==> src/rtl/ro_pkg.sv <==
// ----------------------------------------------------------------------------
// ro_pkg
// Shared definitions for the channel readout scheduler: one-hot FSM state
// encoding, header/trailer tags, burst counter width and helpers that build
// the framing words written around each channel burst.
// ----------------------------------------------------------------------------
package ro_pkg;

  localparam int CNT_W  = 12;
  localparam int CH_W   = 4;
  localparam int WORD_W = 16;

  localparam logic [3:0] HDR_TAG = 4'hA;
  localparam logic [3:0] TRL_TAG = 4'hE;

  typedef enum logic [3:0] {
    ST_IDLE    = 4'b0001,
    ST_HEADER  = 4'b0010,
    ST_READ    = 4'b0100,
    ST_TRAILER = 4'b1000
  } state_e;

  // Header word: tag, granted channel, low byte of the burst sequence number.
  function automatic logic [WORD_W-1:0] make_header(input logic [CH_W-1:0] ch,
                                                    input logic [7:0]      seq);
    return {HDR_TAG, ch, seq};
  endfunction

  // Trailer word: tag and number of data words actually sent in the burst.
  function automatic logic [WORD_W-1:0] make_trailer(input logic [CNT_W-1:0] cnt);
    return {TRL_TAG, cnt};
  endfunction

endpackage

==> src/rtl/rr_arbiter.sv <==
// ----------------------------------------------------------------------------
// rr_arbiter
// Combinational round-robin arbiter. The search starts at the channel just
// after ptr_i and wraps, so the last served channel has lowest priority.
//   req_i  in  NCH  request vector
//   ptr_i  in  4    last served channel index
//   gnt_o  out NCH  one-hot grant (all zero when no request)
//   idx_o  out 4    index of the granted channel
//   vld_o  out 1    a grant was made
// ----------------------------------------------------------------------------
module rr_arbiter
  import ro_pkg::*;
#(
  parameter int NCH = 4
) (
  input  logic [NCH-1:0]  req_i,
  input  logic [CH_W-1:0] ptr_i,
  output logic [NCH-1:0]  gnt_o,
  output logic [CH_W-1:0] idx_o,
  output logic            vld_o
);

  logic take_s;

  // Two-pass priority search: first the channels above the pointer, then the
  // remaining ones from index 0, which together form the wrapped rotation.
  always_comb begin
    idx_o  = {CH_W{1'b0}};
    vld_o  = 1'b0;
    take_s = 1'b0;
    gnt_o  = {NCH{1'b0}};
    for (int j = 0; j < NCH; j++) begin
      take_s = !vld_o && req_i[j] && (5'(j) > {1'b0, ptr_i});
      idx_o  = take_s ? 4'(j) : idx_o;
      vld_o  = vld_o | take_s;
    end
    for (int j = 0; j < NCH; j++) begin
      take_s = !vld_o && req_i[j];
      idx_o  = take_s ? 4'(j) : idx_o;
      vld_o  = vld_o | take_s;
    end
    for (int j = 0; j < NCH; j++) begin
      gnt_o[j] = vld_o && (idx_o == 4'(j));
    end
  end

endmodule

==> src/rtl/chan_ro_sched.sv <==
// ----------------------------------------------------------------------------
// chan_ro_sched
// Reads bursts from NCH digitizer channel FIFOs (show-ahead) into a single
// output FIFO. Each burst is framed as header, up to MAX_BURST data words,
// trailer. Channels are granted round-robin among enabled, non-empty ones.
//   CLK, RST   clock and synchronous active-high reset
//   CH_MASK    in  NCH     channel enable for arbitration
//   CH_DAVAIL  in  NCH     channel FIFO non-empty
//   CH_DATA    in  NCH*DW  channel FIFO head words, channel i at [i*DW +: DW]
//   CH_RDEN    out NCH     one-hot pop strobe (combinational)
//   OUT_FULL   in  1       output FIFO almost full
//   OUT_WREN   out 1       registered output write strobe
//   OUT_DATA   out DW      registered output word
//   BUSY       out 1       not idle
//   CUR_CH     out 4       granted channel, 0 while idle
// ----------------------------------------------------------------------------
module chan_ro_sched
  import ro_pkg::*;
#(
  parameter int NCH       = 4,
  parameter int DW        = 16,
  parameter int MAX_BURST = 256
) (
  input  logic              CLK,
  input  logic              RST,
  input  logic [NCH-1:0]    CH_MASK,
  input  logic [NCH-1:0]    CH_DAVAIL,
  input  logic [NCH*DW-1:0] CH_DATA,
  output logic [NCH-1:0]    CH_RDEN,
  input  logic              OUT_FULL,
  output logic              OUT_WREN,
  output logic [DW-1:0]     OUT_DATA,
  output logic              BUSY,
  output logic [CH_W-1:0]   CUR_CH
);

  state_e             state_q, state_d;
  logic [CH_W-1:0]    cur_ch_q, cur_ch_d;
  logic [NCH-1:0]     cur_oh_q, cur_oh_d;
  logic [CNT_W-1:0]   wcnt_q, wcnt_d;
  logic [7:0]         seq_q, seq_d;
  logic [CH_W-1:0]    last_q, last_d;
  logic               wren_q, wren_d;
  logic [DW-1:0]      data_q, data_d;

  logic [NCH-1:0]     req_s;
  logic [NCH-1:0]     gnt_s;
  logic [CH_W-1:0]    gnt_idx_s;
  logic               gnt_vld_s;
  logic               davail_cur_s;
  logic [DW-1:0]      head_word_s;
  logic               pop_s;

  assign req_s = CH_MASK & CH_DAVAIL;

  rr_arbiter #(.NCH(NCH)) u_arb (
    .req_i (req_s),
    .ptr_i (last_q),
    .gnt_o (gnt_s),
    .idx_o (gnt_idx_s),
    .vld_o (gnt_vld_s)
  );

  // The granted channel is held one-hot, so status and data selection are
  // AND-OR muxes rather than variable-width indexing.
  assign davail_cur_s = |(CH_DAVAIL & cur_oh_q);

  // Head word of the granted channel.
  always_comb begin
    head_word_s = {DW{1'b0}};
    for (int j = 0; j < NCH; j++) begin
      head_word_s = head_word_s | (CH_DATA[j*DW +: DW] & {DW{cur_oh_q[j]}});
    end
  end

  assign pop_s   = (state_q == ST_READ) && davail_cur_s && !OUT_FULL &&
                   (wcnt_q < 12'(MAX_BURST));
  assign CH_RDEN = pop_s ? cur_oh_q : {NCH{1'b0}};

  // Next-state, burst bookkeeping and output-word selection.
  always_comb begin
    state_d  = state_q;
    cur_ch_d = cur_ch_q;
    cur_oh_d = cur_oh_q;
    wcnt_d   = wcnt_q;
    seq_d    = seq_q;
    last_d   = last_q;
    wren_d   = 1'b0;
    data_d   = data_q;
    case (state_q)
      ST_IDLE: begin
        if (gnt_vld_s) begin
          cur_ch_d = gnt_idx_s;
          cur_oh_d = gnt_s;
          wcnt_d   = {CNT_W{1'b0}};
          state_d  = ST_HEADER;
        end else begin
          state_d  = ST_IDLE;
        end
      end
      ST_HEADER: begin
        if (!OUT_FULL) begin
          wren_d  = 1'b1;
          data_d  = make_header(cur_ch_q, seq_q);
          state_d = ST_READ;
        end else begin
          state_d = ST_HEADER;
        end
      end
      ST_READ: begin
        // Almost-full stalls both popping and leaving the burst.
        if (OUT_FULL) begin
          state_d = ST_READ;
        end else if (pop_s) begin
          wren_d  = 1'b1;
          data_d  = head_word_s;
          wcnt_d  = wcnt_q + 12'd1;
        end else begin
          state_d = ST_TRAILER;
        end
      end
      ST_TRAILER: begin
        if (!OUT_FULL) begin
          wren_d   = 1'b1;
          data_d   = make_trailer(wcnt_q);
          seq_d    = seq_q + 8'd1;
          last_d   = cur_ch_q;
          cur_ch_d = {CH_W{1'b0}};
          cur_oh_d = {NCH{1'b0}};
          state_d  = ST_IDLE;
        end else begin
          state_d  = ST_TRAILER;
        end
      end
      default: begin
        state_d  = ST_IDLE;
        cur_ch_d = {CH_W{1'b0}};
        cur_oh_d = {NCH{1'b0}};
      end
    endcase
  end

  // State and output registers; reset leaves channel 0 first in line.
  always_ff @(posedge CLK) begin
    if (RST) begin
      state_q  <= ST_IDLE;
      cur_ch_q <= {CH_W{1'b0}};
      cur_oh_q <= {NCH{1'b0}};
      wcnt_q   <= {CNT_W{1'b0}};
      seq_q    <= 8'd0;
      last_q   <= 4'(NCH - 1);
      wren_q   <= 1'b0;
      data_q   <= {DW{1'b0}};
    end else begin
      state_q  <= state_d;
      cur_ch_q <= cur_ch_d;
      cur_oh_q <= cur_oh_d;
      wcnt_q   <= wcnt_d;
      seq_q    <= seq_d;
      last_q   <= last_d;
      wren_q   <= wren_d;
      data_q   <= data_d;
    end
  end

  assign BUSY     = (state_q != ST_IDLE);
  assign CUR_CH   = cur_ch_q;
  assign OUT_WREN = wren_q;
  assign OUT_DATA = data_q;

endmodule

==> config.mk <==
export PLATFORM = sky130hd
export DESIGN_NAME = chan_ro_sched
export DESIGN_NICKNAME = d
export VERILOG_FILES = /design/src/rtl/ro_pkg.sv /design/src/rtl/rr_arbiter.sv /design/src/rtl/chan_ro_sched.sv
export SDC_FILE = /design/constraint.sdc
export NUM_CORES = 1
export LEC_CHECK = 0
export ABC_AREA = 1
export CAP_MARGIN = 15
export CORE_MARGIN = 5
export CORE_UTILIZATION = 55
export DETAILED_ROUTE_END_ITERATION = 16
export DONT_BUFFER_PORTS = 1
export PLACE_DENSITY = 0.73
export SYNTH_ARGS = -nofsm -noshare
export SYNTH_HDL_FRONTEND = slang
export SYNTH_SLANG_ARGS = --single-unit
==> constraint.sdc <==
create_clock -name CLK -period 5 [get_ports CLK]
set_clock_uncertainty 0.1 [all_clocks]
set_input_delay 1.5 -clock CLK [delete_from_list [all_inputs] [get_ports CLK]]
set_output_delay 1.5 -clock CLK [all_outputs]
set_load 0.03 [all_outputs]
======== Yosys cells after proc, flatten, opt, wreduce, memory -nomap -nowiden ========
Index checks and enable logic that the tools add are counted.
storage, ports and cells
  register bits after elaboration ......... 53
  input port bits ......................... 75
  output and inout port bits .............. 26
  logic and storage cells ................. 110
operators by class
  $add $sub $neg .......................... 2
  $lt $le $gt $ge ......................... 4
  eq/ne operators ......................... 14
  mux-type cells .......................... 32
  bitwise logic cells ..................... 17
  reduce and logical (&&, ||, !) cells .... 33
operators with widths
  kind                                                  number
  bitwise AND 16 bit                                    4
  2-to-1 mux 16 bit                                     4
  2-to-1 mux 4 bit                                      13
  bitwise OR 16 bit                                     3
  case mux 16 bit (3 select lines)                      1
  2-to-1 mux 12 bit                                     3
  case mux 12 bit (2 select lines)                      1
  case mux 4 bit (3 select lines)                       2
  logical AND 1 bit                                     16
  case mux 4 bit (4 select lines)                       1
  adder 12 x 1 -> 12 bit (second input constant)        1
  == test 4 x 2 -> 1 bit (second input constant)        3
  < comparator 12 x 9 -> 1 bit (second input constant)  1
  inequality test 2 bit (second input constant)         5
  adder 8 x 1 -> 8 bit (second input constant)          1
  bitwise AND 4 bit                                     2
  == test 4 x 1 -> 1 bit (second input constant)        2
  > comparator 2 x 4 -> 1 bit (first input constant)    2
  zero test 1 bit                                       7
  bitwise OR 1 bit                                      6
  AND reduction 5 bit                                   1
  == test 4 x 3 -> 1 bit (second input constant)        1
  == test 4 bit (second input constant)                 1
  > comparator 1 x 4 -> 1 bit (first input constant)    1
  15 further kinds                                      20

======== Logic depth before layout (Yosys ltp) ========
  word-level depth ........................ 26
  mapped depth ............................ 10
  mapped depth without buffers ............ 10

======== Modules after synthesis ========
Synthesis repeated with hierarchy kept, for this count alone.
second synthesis, totals
  cells, all modules ...................... 568
  area, all modules ....................... 3418.3 um2
modules (own cells, without submodules)
  module         times used  cells each  area each (um2)  seq. area each (um2)
  chan_ro_sched  1           525         3176.8           1061.0
  rr_arbiter     1           43          241.5            0.0

======== Least setup slack after synthesis ========
Ideal clock, no wire load.
  path kind ............................... input to output
  from .................................... input OUT_FULL
  to ...................................... output CH_RDEN[0]
  data arrival time ....................... 2292 ps
  data required time ...................... 3400 ps
  slack ................................... 1108 ps
  cell stages on the path ................. 3
  cells stage by stage .................... nor3_4 > nand2_4 > nor2_1
on the way
  longest elaborated chain between the ends .. 4
ends and longest elaborated chain
  element                         line                 source
  start, declared                 chan_ro_sched.sv:30  input logic OUT_FULL,
  zero test 1 bit                 -
  logical AND 1 bit (2 in a row)  chan_ro_sched.sv:76  assign pop_s = (state_q == ST_READ) && davail_cur_s && !OUT_FULL &&
  2-to-1 mux 4 bit                chan_ro_sched.sv:78  assign CH_RDEN = pop_s ? cur_oh_q : {NCH{1'b0}};
  end, declared                   chan_ro_sched.sv:29  output logic [NCH-1:0] CH_RDEN,
No other way between the ends.

======== Final worst setup path ========
  from .................................... input CH_DAVAIL[1]
  to ...................................... output CH_RDEN[3]
on the way
  longest elaborated chain between the ends .. 6
ends and longest elaborated chain
  element                         line                 source
  start, declared                 chan_ro_sched.sv:27  input logic [NCH-1:0] CH_DAVAIL,
  bitwise AND 4 bit               chan_ro_sched.sv:66  assign davail_cur_s = |(CH_DAVAIL & cur_oh_q);
  OR reduction 4 bit              chan_ro_sched.sv:66
  logical AND 1 bit (3 in a row)  chan_ro_sched.sv:76
  2-to-1 mux 4 bit                chan_ro_sched.sv:78
No other way between the ends.

==> flow_summary.yaml <==
status:
  status: "finished clean"
worst_setup_path:
  path_cells: "nand2_1, nand4_1, nand2_4, nor2_1"
  start_kind: "primary input"
  r2r-end: "OUT_DATA[0]"
  required_ps: 3400
  r2r_cells: 8
  rrSetupSlack_ps: 2820
  worstSetupPathType: "in -> out"
  arrival_ps: 2420
  cpPeakStageDelay_ps: 470
  worstPathMaxFanout: 8
  slowest_stage: "nor2_1"
  critPathBufInv: 0
  cp-end-kind: "output pin"
  r2r-start: "state_q[1]"
  cp_top_family: "simple AND/OR/NAND/NOR gates"
clocking:
  htree_levels: 2
  root_buffer: "clkbuf_8"
  cts.sinks: 49
  post-cts-setup-buffers: 0
  postCtsResizedCells: 0
  hold_buffers: 0
  cts_tree: "yes"
  clock_latency_ps: 320
  numCtsBuffers: 5
  clock_path_buffers: 2
  clkTransAtPathRegs_ps: 90
yosys:
  seq_area_frac_synth_pct: 33.7
  synth.avg_cell_area_um2: 6.92
  synth_cell_types: 36
  syn_inst: 421
  synthArstFlopShare_pct: 0
  synth_warnings: 0
  synthFlopType: "dfxtp_1"
  synth_edf_count: 0
  post_synth_instance_area_mm2: 0.00291
  synth_seq_cells: 49
floorplan:
  die_x_um: 82.8
  core-area_mm2: 0.00514
  dieArea_mm2: 0.00685
  dieHeight_um: 82.8
  row_count: 26
  start_util_pct: 56.7
  ios: 101
layout:
  nFillCells: 496
  antenna_cells: 0
  areaGrowthSynthToFinish_pct: 3.57
  fin_nets: 489
  fin_util_pct: 58.7
  drive_gt1_share_pct: 9.44
  multiInputGateArea_mm2: 0.00168
  seq_area_um2: 981
drt:
  via_per_inst: 5.88
  drt_iter0_markers: 218
  drc_errors: 0
  ant_nets: 0
  firstDrtPassIters: 5
  wl_per_cell_um: 17.4
  wl_mm: 8.42
  num_vias: 2840
power:
  p_leak_uw: 0.00123
  max-vdd-ir-drop_v: 0.000190
  power.clock.fraction_pct: 29.0
  switching_share_pct: 33.7
  pwr-share-comb_pct: 18.2
  switchingPower_uw: 286
  seq_power_share_pct: 52.8
  powerDensity_mw_per_mm2: 281
  power.internal_uw: 562
  power_uw: 847
timing:
  max_freq_mhz: 249
  relSlewSlack_pct: 38.0
  worst_pin_slew_ps: 929
  fin_crit_ps: 4020
  rsz0062_at_grt: "no"
  setup_tns_ps: 0
  finalHoldViolations: 0
  period_share_pct: 80.4
  slew_violations: 0
  setup_viol: 0
global_route:
  grt-ovfl-total: 0
  grt_use_total_pct: 24.7
  grt_pass1_vias: 2569
  grt_max_degree: 32
  grt_pass1_wl_mm: 12.7
  antenna_found_initial: 0
min_path:
  hold_start: "wcnt_q[10]"
  hold_path.class: "reg -> reg"
  hold-path-endpoint: "wcnt_q[10]"
  whs_path_depth: 2
flow_run:
  maxCapViolations: 0
placed_design:
  gp_congestion: 0.883
  portBuffers: 0
  hpwl_mm: 6.17
## final cells by class
type                    count  area share [%]
clock buffers               5            2.28
clock inverters             3           0.830
well taps                  70            2.90
flip-flops and latches     49            32.5
inverters                  41            5.18
multi-input cells         312            55.5
repair buffers              3           0.747
## worst max-delay path by stage
stage | to | from | cells after the start | slack, ps
final | CH_RDEN[3] | CH_DAVAIL[1] | 4 | 980
after global routing | CH_RDEN[1] | CH_DAVAIL[1] | 4 | 930
after CTS | CH_RDEN[3] | CH_DAVAIL[1] | 4 | 970
after detailed placement | CH_RDEN[3] | CH_DAVAIL[1] | 4 | 970
after global placement | CH_RDEN[1] | CH_DAVAIL[1] | 4 | 1000
after floorplan | CH_RDEN[0] | OUT_FULL | 3 | 1110
## worst reg2reg max path: stages (launching register included)
cell and delay [ps]:
dfxtp_1 380, nor2_4 180, nand3_2 330, nor2_4 360, inv_2 150, nand3_4 240, inv_4 150, nor2_1 150
nor2_1 50
## stage by stage
step	worst slack [ps]	hold WS [ps]	area, µm²	instances
6_report	980	371	3020	483
5_1_grt	934	406	3020	483
3_3_place_gp	997	353	2920	475
3_5_place_dp	969	361	2920	475
2_1_floorplan	1110	340	2920	422
4_1_cts	967	374	3020	483
## power by group through the flow
stage	Combinational (µW)	Clock (µW)	Sequential [µW]
6_report	154	246	447
5_1_grt	172	267	450
4_1_cts	153	253	447
3_5_place_dp	152	0	456
3_3_place_gp	152	0	455
2_1_floorplan	129	0	448
## state kept, by name, summed over array words and instances (netlist names)
register	cells
OUT_WREN	1
state_q	4
seq_q	8
cur_oh_q	4
CUR_CH	2
OUT_DATA	16
wcnt_q	12
last_q	2
## layer usage
metal	vias to the layer above	global-route usage, %	routed length [µm]
met4	0	6.70	117
met1	1310	32.7	3490
met3	9	6.59	868
met2	118	39.7	3950
met5	-	0	0
li1	1403	-	-
## cells in the mapped netlist (3+ instances only)
cell | number | area share, %
o21ai_0 | 32 | 5.5
dfxtp_1 | 49 | 34
nand4_1 | 8 | 1.7
nor3_1 | 9 | 1.5
nand2_1 | 76 | 9.8
nand3_4 | 3 | 1.8
o21ai_1 | 9 | 1.5
inv_2 | 4 | 0.52
nor2_2 | 11 | 2.4
o211ai_1 | 10 | 2.6
inv_1 | 35 | 4.5
a22o_1 | 27 | 8.1
clkbuf_1 | 10 | 1.3
a21oi_1 | 18 | 3.1
buf_2 | 5 | 0.86
nand3_1 | 29 | 5.0
nor2_1 | 57 | 7.3
## layout by cell type (no fill, tap or decap), types with 3 or more instances in the layout
cell type	count
a21oi_1	18
inv_2	4
buf_4	3
o21ai_0	32
nor3_1	9
o21ai_1	9
nand3_1	29
a22o_1	27
o211ai_1	10
clkbuf_8	5
nor2_2	11
dfxtp_1	49
nand4_1	8
nor2_1	57
inv_1	35
nand3_4	3
nand2_1	76
## cells by family after synthesis
| group | share of synthesized area (%) |
|---|---|
| AND/OR/NAND/NOR | 33.4 |
| AO/OA/AOI/OAI | 22.4 |
| adder cells (fa/ha/maj) | 0.859 |
| buffers and inverters | 8.93 |
| XOR/XNOR | 0.601 |
| flip-flops | 33.7 |
| other | 0.129 |
(Power assumes the default switching activity.)
